==> src/rtl/exu_mul_issue_ctl_pkg.sv <==
// Shared SweRV type package for the multiplier issue path.
//   mul_pkt_t : decode-to-multiplier control packet
//   mul_op_e  : dec_mul_op encoding (MUL / MULH / MULHSU / MULHU)
package swerv_types;

    typedef struct packed {
        logic valid;
        logic rs1_sign;
        logic rs2_sign;
        logic low;
        logic load_mul_rs1_bypass_e1;
        logic load_mul_rs2_bypass_e1;
    } mul_pkt_t;

    typedef enum logic [1:0] {
        MUL    = 2'd0,
        MULH   = 2'd1,
        MULHSU = 2'd2,
        MULHU  = 2'd3
    } mul_op_e;

endpackage

==> src/rtl/exu_mul_issue_ctl_if.sv <==
// Bundle of decode/LSU inputs and multiplier-control outputs for
// exu_mul_issue_ctl.
//   master : decode/LSU side (drives decode and load info, receives mp,
//            stall, bypass and writeback signals)
//   slave  : the issue controller
interface exu_mul_issue_ctl_if #(parameter int REG_AW = 5);

    logic                   freeze;
    logic                   flush;
    logic                   dec_valid;
    logic                   dec_mul;
    logic [1:0]             dec_mul_op;
    logic                   dec_rs1_en;
    logic                   dec_rs2_en;
    logic [REG_AW-1:0]      dec_rs1_addr;
    logic [REG_AW-1:0]      dec_rs2_addr;
    logic [REG_AW-1:0]      dec_rd_addr;
    logic                   lsu_ld_valid_dc2;
    logic [REG_AW-1:0]      lsu_ld_rd_dc2;

    swerv_types::mul_pkt_t  mp;
    logic                   mul_stall;
    logic                   mul_wen_e3;
    logic [REG_AW-1:0]      mul_rd_e3;
    logic                   mul_byp_rs1_e3;
    logic                   mul_byp_rs2_e3;
    logic                   mul_busy;

    modport master (
        output freeze, flush, dec_valid, dec_mul, dec_mul_op,
               dec_rs1_en, dec_rs2_en, dec_rs1_addr, dec_rs2_addr, dec_rd_addr,
               lsu_ld_valid_dc2, lsu_ld_rd_dc2,
        input  mp, mul_stall, mul_wen_e3, mul_rd_e3,
               mul_byp_rs1_e3, mul_byp_rs2_e3, mul_busy
    );

    modport slave (
        input  freeze, flush, dec_valid, dec_mul, dec_mul_op,
               dec_rs1_en, dec_rs2_en, dec_rs1_addr, dec_rs2_addr, dec_rd_addr,
               lsu_ld_valid_dc2, lsu_ld_rd_dc2,
        output mp, mul_stall, mul_wen_e3, mul_rd_e3,
               mul_byp_rs1_e3, mul_byp_rs2_e3, mul_busy
    );

endinterface

==> src/rtl/exu_mul_shadow_stage.sv <==
// One shadow-pipeline stage: {v, rd} of an in-flight multiply.
//   clk, rst_l         : clock, async active-low reset
//   clear              : drop the entry (v <= 0); beats hold and load
//   hold               : keep current contents
//   load               : capture v_in/rd_in
//   rs1_addr, rs2_addr : decode sources to compare against rd
//   v, rd              : stage contents
//   rs1_match, rs2_match : valid entry whose rd equals the source
module exu_mul_shadow_stage #(
    parameter int REG_AW = 5
) (
    input  logic              clk,
    input  logic              rst_l,
    input  logic              clear,
    input  logic              hold,
    input  logic              load,
    input  logic              v_in,
    input  logic [REG_AW-1:0] rd_in,
    input  logic [REG_AW-1:0] rs1_addr,
    input  logic [REG_AW-1:0] rs2_addr,
    output logic              v,
    output logic [REG_AW-1:0] rd,
    output logic              rs1_match,
    output logic              rs2_match
);

    always_ff @(posedge clk or negedge rst_l) begin
        if (!rst_l) begin
            v  <= 1'b0;
            rd <= '0;
        end else if (clear) begin
            v  <= 1'b0;
        end else if (!hold && load) begin
            v  <= v_in;
            rd <= rd_in;
        end
    end

    assign rs1_match = v & (rs1_addr == rd);
    assign rs2_match = v & (rs2_addr == rd);

endmodule

==> src/rtl/exu_mul_issue_ctl.sv <==
// Decode-side issue controller for the three-stage multiplier.
//   clk, rst_l : core clock, async active-low reset
//   bus        : exu_mul_issue_ctl_if slave port carrying freeze/flush,
//                decode fields and DC2 load info in; mul_pkt_t, decode
//                stall, E3 bypass flags, E3 writeback and busy out.
// Tracks in-flight multiply destinations in E1/E2/E3, stalls decode on
// RAW hazards against E1/E2 and flags E3 matches for result bypass.
module exu_mul_issue_ctl
    import swerv_types::*;
#(
    parameter int REG_AW = 5
) (
    input  logic               clk,
    input  logic               rst_l,
    exu_mul_issue_ctl_if.slave bus
);

    logic [2:0]        st_v;
    logic [REG_AW-1:0] st_rd [3];
    logic [2:0]        m1;
    logic [2:0]        m2;
    logic              rs1_chk;
    logic              rs2_chk;
    logic              stall;
    logic              issue;

    assign rs1_chk = bus.dec_rs1_en & (bus.dec_rs1_addr != '0);
    assign rs2_chk = bus.dec_rs2_en & (bus.dec_rs2_addr != '0);

    // E1/E2 matches cannot be satisfied yet; E3 is served by bypass.
    assign stall = bus.dec_valid &
                   ((rs1_chk & (m1[0] | m1[1])) | (rs2_chk & (m2[0] | m2[1])));
    assign issue = bus.dec_valid & bus.dec_mul & ~stall & ~bus.freeze & ~bus.flush;

    always_comb begin
        bus.mp = '0;
        if (issue) begin
            bus.mp.valid    = 1'b1;
            bus.mp.rs1_sign = (bus.dec_mul_op == MULH) | (bus.dec_mul_op == MULHSU);
            bus.mp.rs2_sign = (bus.dec_mul_op == MULH);
            bus.mp.low      = (bus.dec_mul_op == MUL);
            bus.mp.load_mul_rs1_bypass_e1 = rs1_chk & bus.lsu_ld_valid_dc2 &
                                            (bus.dec_rs1_addr == bus.lsu_ld_rd_dc2);
            bus.mp.load_mul_rs2_bypass_e1 = rs2_chk & bus.lsu_ld_valid_dc2 &
                                            (bus.dec_rs2_addr == bus.lsu_ld_rd_dc2);
        end
    end

    // Writes to x0 are never tracked, so they cannot stall or write back.
    exu_mul_shadow_stage #(.REG_AW(REG_AW)) u_e1 (
        .clk(clk), .rst_l(rst_l),
        .clear(bus.flush), .hold(bus.freeze), .load(1'b1),
        .v_in(issue & (bus.dec_rd_addr != '0)), .rd_in(bus.dec_rd_addr),
        .rs1_addr(bus.dec_rs1_addr), .rs2_addr(bus.dec_rs2_addr),
        .v(st_v[0]), .rd(st_rd[0]), .rs1_match(m1[0]), .rs2_match(m2[0])
    );

    exu_mul_shadow_stage #(.REG_AW(REG_AW)) u_e2 (
        .clk(clk), .rst_l(rst_l),
        .clear(bus.flush), .hold(bus.freeze), .load(1'b1),
        .v_in(st_v[0]), .rd_in(st_rd[0]),
        .rs1_addr(bus.dec_rs1_addr), .rs2_addr(bus.dec_rs2_addr),
        .v(st_v[1]), .rd(st_rd[1]), .rs1_match(m1[1]), .rs2_match(m2[1])
    );

    // E3 is never cleared itself: a flush kills the E2 entry on its way in,
    // and under freeze+flush E3 simply holds.
    exu_mul_shadow_stage #(.REG_AW(REG_AW)) u_e3 (
        .clk(clk), .rst_l(rst_l),
        .clear(1'b0), .hold(bus.freeze), .load(1'b1),
        .v_in(st_v[1] & ~bus.flush), .rd_in(st_rd[1]),
        .rs1_addr(bus.dec_rs1_addr), .rs2_addr(bus.dec_rs2_addr),
        .v(st_v[2]), .rd(st_rd[2]), .rs1_match(m1[2]), .rs2_match(m2[2])
    );

    assign bus.mul_stall      = stall;
    assign bus.mul_byp_rs1_e3 = bus.dec_valid & rs1_chk & m1[2];
    assign bus.mul_byp_rs2_e3 = bus.dec_valid & rs2_chk & m2[2];
    assign bus.mul_wen_e3     = st_v[2] & ~bus.freeze;
    assign bus.mul_rd_e3      = st_rd[2];
    assign bus.mul_busy       = |st_v;

endmodule

==> src/flat_wrapper.sv <==
// flat-port wrapper written by rule: the top's interface ports become plain ports
module exu_mul_issue_ctl_flat import swerv_types::*;
#(
    parameter int REG_AW = 5
)
  (clk, rst_l, bus_freeze, bus_flush, bus_dec_valid, bus_dec_mul, bus_dec_mul_op, bus_dec_rs1_en, bus_dec_rs2_en, bus_dec_rs1_addr, bus_dec_rs2_addr, bus_dec_rd_addr, bus_lsu_ld_valid_dc2, bus_lsu_ld_rd_dc2, bus_mp, bus_mul_stall, bus_mul_wen_e3, bus_mul_rd_e3, bus_mul_byp_rs1_e3, bus_mul_byp_rs2_e3, bus_mul_busy);
  exu_mul_issue_ctl_if #(.REG_AW(REG_AW)) bus_i ();
  input  logic clk;
  input  logic rst_l;
  input wire logic [$bits(bus_i.freeze)-1:0] bus_freeze;
  input wire logic [$bits(bus_i.flush)-1:0] bus_flush;
  input wire logic [$bits(bus_i.dec_valid)-1:0] bus_dec_valid;
  input wire logic [$bits(bus_i.dec_mul)-1:0] bus_dec_mul;
  input wire logic [$bits(bus_i.dec_mul_op)-1:0] bus_dec_mul_op;
  input wire logic [$bits(bus_i.dec_rs1_en)-1:0] bus_dec_rs1_en;
  input wire logic [$bits(bus_i.dec_rs2_en)-1:0] bus_dec_rs2_en;
  input wire logic [$bits(bus_i.dec_rs1_addr)-1:0] bus_dec_rs1_addr;
  input wire logic [$bits(bus_i.dec_rs2_addr)-1:0] bus_dec_rs2_addr;
  input wire logic [$bits(bus_i.dec_rd_addr)-1:0] bus_dec_rd_addr;
  input wire logic [$bits(bus_i.lsu_ld_valid_dc2)-1:0] bus_lsu_ld_valid_dc2;
  input wire logic [$bits(bus_i.lsu_ld_rd_dc2)-1:0] bus_lsu_ld_rd_dc2;
  output wire logic [$bits(bus_i.mp)-1:0] bus_mp;
  output wire logic [$bits(bus_i.mul_stall)-1:0] bus_mul_stall;
  output wire logic [$bits(bus_i.mul_wen_e3)-1:0] bus_mul_wen_e3;
  output wire logic [$bits(bus_i.mul_rd_e3)-1:0] bus_mul_rd_e3;
  output wire logic [$bits(bus_i.mul_byp_rs1_e3)-1:0] bus_mul_byp_rs1_e3;
  output wire logic [$bits(bus_i.mul_byp_rs2_e3)-1:0] bus_mul_byp_rs2_e3;
  output wire logic [$bits(bus_i.mul_busy)-1:0] bus_mul_busy;
  assign bus_i.freeze = bus_freeze;
  assign bus_i.flush = bus_flush;
  assign bus_i.dec_valid = bus_dec_valid;
  assign bus_i.dec_mul = bus_dec_mul;
  assign bus_i.dec_mul_op = bus_dec_mul_op;
  assign bus_i.dec_rs1_en = bus_dec_rs1_en;
  assign bus_i.dec_rs2_en = bus_dec_rs2_en;
  assign bus_i.dec_rs1_addr = bus_dec_rs1_addr;
  assign bus_i.dec_rs2_addr = bus_dec_rs2_addr;
  assign bus_i.dec_rd_addr = bus_dec_rd_addr;
  assign bus_i.lsu_ld_valid_dc2 = bus_lsu_ld_valid_dc2;
  assign bus_i.lsu_ld_rd_dc2 = bus_lsu_ld_rd_dc2;
  assign bus_mp = bus_i.mp;
  assign bus_mul_stall = bus_i.mul_stall;
  assign bus_mul_wen_e3 = bus_i.mul_wen_e3;
  assign bus_mul_rd_e3 = bus_i.mul_rd_e3;
  assign bus_mul_byp_rs1_e3 = bus_i.mul_byp_rs1_e3;
  assign bus_mul_byp_rs2_e3 = bus_i.mul_byp_rs2_e3;
  assign bus_mul_busy = bus_i.mul_busy;
  exu_mul_issue_ctl #(.REG_AW(REG_AW)) u_core (.clk(clk), .rst_l(rst_l), .bus(bus_i));
endmodule
==> config.mk <==
export PLATFORM = sky130hd
export DESIGN_NAME = exu_mul_issue_ctl_flat
export DESIGN_NICKNAME = d
export VERILOG_FILES = /design/src/rtl/exu_mul_issue_ctl_pkg.sv /design/src/rtl/exu_mul_issue_ctl_if.sv /design/src/rtl/exu_mul_shadow_stage.sv /design/src/rtl/exu_mul_issue_ctl.sv /design/src/flat_wrapper.sv
export SDC_FILE = /design/constraint.sdc
export NUM_CORES = 1
export LEC_CHECK = 0
export CAP_MARGIN = 20
export CORE_AREA = 3 3 80 82
export CTS_BUF_LIST = sky130_fd_sc_hd__clkbuf_16
export CTS_CLUSTER_DIAMETER = 80
export DETAILED_ROUTE_END_ITERATION = 8
export DIE_AREA = 0 0 83 85
export HOLD_SLACK_MARGIN = 0.02
export PLACE_DENSITY = 0.5
export SYNTH_ARGS = -nofsm -noshare
export SYNTH_HDL_FRONTEND = slang
export SYNTH_SLANG_ARGS = --single-unit
==> constraint.sdc <==
create_clock -name clk -period 3.4 [get_ports clk]
set_input_delay 0.51 -clock clk [delete_from_list [all_inputs] [get_ports clk]]
set_output_delay 0.51 -clock clk [all_outputs]
set_load 0.02 [all_outputs]
==> results.yml <==
die:
  core_area_mm2: 0.005816
  die-area_mm2: 0.007055
  die_h_um: 85
  ios: 47
  num_rows: 28
  die_x_um: 83
  floorplan.initialDensity_pct: 24.33
layout:
  drive_gt1_share_pct: 20.32
  insertedDiodeCount: 0
  layout_commonest_cell: "clkdlybuf4s50_1"
  area_delta_synth_final_pct: 44.56
  fin_area_mm2: 0.002046
  multi_input_area_um2: 855.8
  regArea_um2: 450.4
  nFillCells: 632
  final_cell_mix: "41 x clkdlybuf4s50_1, 34 x xnor2_1, 18 x dfrtp_1"
  nets: 222
timing:
  slew_viol_final: 0
  finalClockSkew_ns: 0.003780
  worst_pin_slew_ns: 0.8381
  relSlewSlack_pct: 43.95
  whs_ns: 0.5296
  finalHoldViolations: 0
  fin_crit_sh_pct: 95.57
  fin_crit_ns: 3.249
  fmax_mhz: 307.8
  grt_setup_unrepaired: "no"
  finalSetupViolCount: 0
critical_path:
  path_class: "in -> out"
  critPathSlowestCell: "clkdlybuf4s50_1"
  path_cells: "clkdlybuf4s50_1 > or4_4 > o21a_4 > a221oi_4 > clkdlybuf4s50_1"
  endpoint_kind: "output port"
  r2r_start: "u_core.u_e2.rd[1]"
  crit_fanout: 6
  start_kind: "input port"
  arrival_ns: 2.74
  slowest_delay_ns: 0.67
  crit_required_ns: 2.89
  crit_start: "bus_dec_rs2_addr[0]"
  cpMostUsedCell: "clkdlybuf4s50_1"
clock_tree:
  clk_latency_ns: 0.25
  clkSinkCount: 18
  cts_root_buffer: "clkbuf_16"
  postCtsHoldBufs: 0
  clock_path_buffers: 2
  numCtsBuffers: 3
  cts.clk_slew.worst_paths_ns: 0.05
  cts-htree-levels: 1
  cts_tree: "done"
place:
  portBuffers: 46
  place_area_mm2: 0.001966
  gp_congestion: 0.7657
  hpwl_um: 3193
synthesis:
  syn_avg_cell_area_um2: 9.966
  synthesis.area_mm2: 0.001415
  synth-edff-count: 0
  ys_warn_count: 0
  synthesis.instances: 142
  ys_seq_area_share_pct: 31.83
  ys.flop_type: "dfrtp_1"
  synth_cell_type_count: 33
  ys_seq_elements: 18
  synth_nets: 175
  synthArstFlopShare_pct: 100.0
power:
  p_leak_nw: 0.7945
  ir_drop_mv: 0.1528
  power.density_mw_per_mm2: 412.9
  finalPower_mw: 0.8448
global_routing:
  grt_max_degree: 19
  overflow: 0
  antenna_found_initial: 0
  grt_usage_pct: 11.30
  grt_pass1_vias: 1204
  grt_pass1_wl_um: 6292
flow_run:
  max_cap_viol_count: 0
detailed_routing:
  drc: 0
  routed_via_density: 4.351
  totalWireLength_um: 3817
  postRouteAntennaNets: 0
  firstDrtPassIters: 4
  post_drt_wl_per_cell_um: 14.57
  drt_iter0_markers: 31
  num_vias: 1140
status:
  status: "completed"
worst_hold_path:
  min-delay-start: "u_core.u_e3.v"
  hold_path.class: "reg -> reg"
==> report_power, final <==
part	total, mW	internal, mW	switching [mW]
combinational	0.291	0.179	0.113
sequential	0.320	0.256	0.0639
clock	0.233	0.155	0.0786
total	0.845	0.589	0.255
==> Yosys cell counts, types with 2 or more instances <==
cell      number  area (um^2)
mux2_2        15        168.9
dfrtp_1       18        450.4
nand3_1        3        15.01
o21ai_0        2        10.01
xor2_1         6        52.55
nand4_1        6        37.54
inv_1          2        7.510
buf_2          3        15.01
ha_1           2        25.02
and3_1         2        12.51
nor2b_1        2        12.51
and2_2         3        22.52
buf_4          6        45.04
nor4_1         4        25.02
nor2_1         3        11.26
clkbuf_1       7        26.28
nand2_1        8        30.03
xnor2_1       34        297.8
o22ai_1        2        12.51
==> area by class of cell <==
class	count	area share, %
well taps	75	4.587
multi-input cells	104	41.83
flip-flops and latches	18	22.02
inverters	2	0.3670
repair buffers	60	27.52
clock buffers	3	3.670
==> worst max-delay path, delay by kind of cell <==
kind,cells,cell delay (ns)
simple gates,1,0.55
compound gates,2,0.57
buf+inv,2,1.11
==> timing repair <==
action | CTS | global route
gates resized for setup | 4 | 1
setup endpoints to repair | 4 | 1
buffers inserted | 0 | 1
pin swaps | 0 | 1
==> cells by family after synthesis <==
kind of cell | Yosys count | synth area share (%)
adders and majority gates | 2 | 1.768
muxes | 16 | 12.64
AOI/OAI and AO/OA | 10 | 7.074
and+or+nand+nor | 36 | 14.23
xor gates and xnor gates | 40 | 24.76
buffers and inverters | 20 | 7.692
DFF | 18 | 31.83
==> stage by stage <==
step                setup WS [ns]  std cells  utilization, %  setup TNS [ns]
global placement          0.01780        258           33.80               0
detailed placement       -0.01400        258           33.80        -0.02968
global route              0.04133        262           35.18               0
CTS                     0.0006697        261           35.00               0
floorplan                  0.8835        142               -               0
finish                     0.1507        262           35.18               0
==> final timing paths <==
kind | endpoint | slack, ns | cells after the start
min in group asynchronous | u_core.u_e3.v | 0.74 | 1
worst min-delay path | u_core.u_e3.v | 0.53 | 2
worst min register to register | u_core.u_e3.v | 0.53 | 2
max in group asynchronous | u_core.u_e1.rd[2] | 2.14 | 1
worst max register to register | u_core.u_e1.v | 1.64 | 7
worst max-delay path | bus_mp[5] | 0.15 | 5
==> registers in the layout, summed over array words and instances (netlist names) <==
| name | flops |
|---|---|
| u_core.u_e1.v | 1 |
| u_core.u_e2.rd | 5 |
| u_core.u_e2.v | 1 |
| u_core.u_e1.rd | 5 |
| u_core.u_e3.rd | 5 |
| u_core.u_e3.v | 1 |
==> metal layers <==
layer  vias to the layer above  part of all wire (%)  global-route usage, %
li1                        569                     -                      -
met1                       535                    49                  14.90
met2                        32                    45                  18.37
met3                         4                   4.5                  2.330
met4                         0                   1.7                  4.012
met5                         -                     0                      0
No activity file was read; power rests on OpenSTA's default activity.
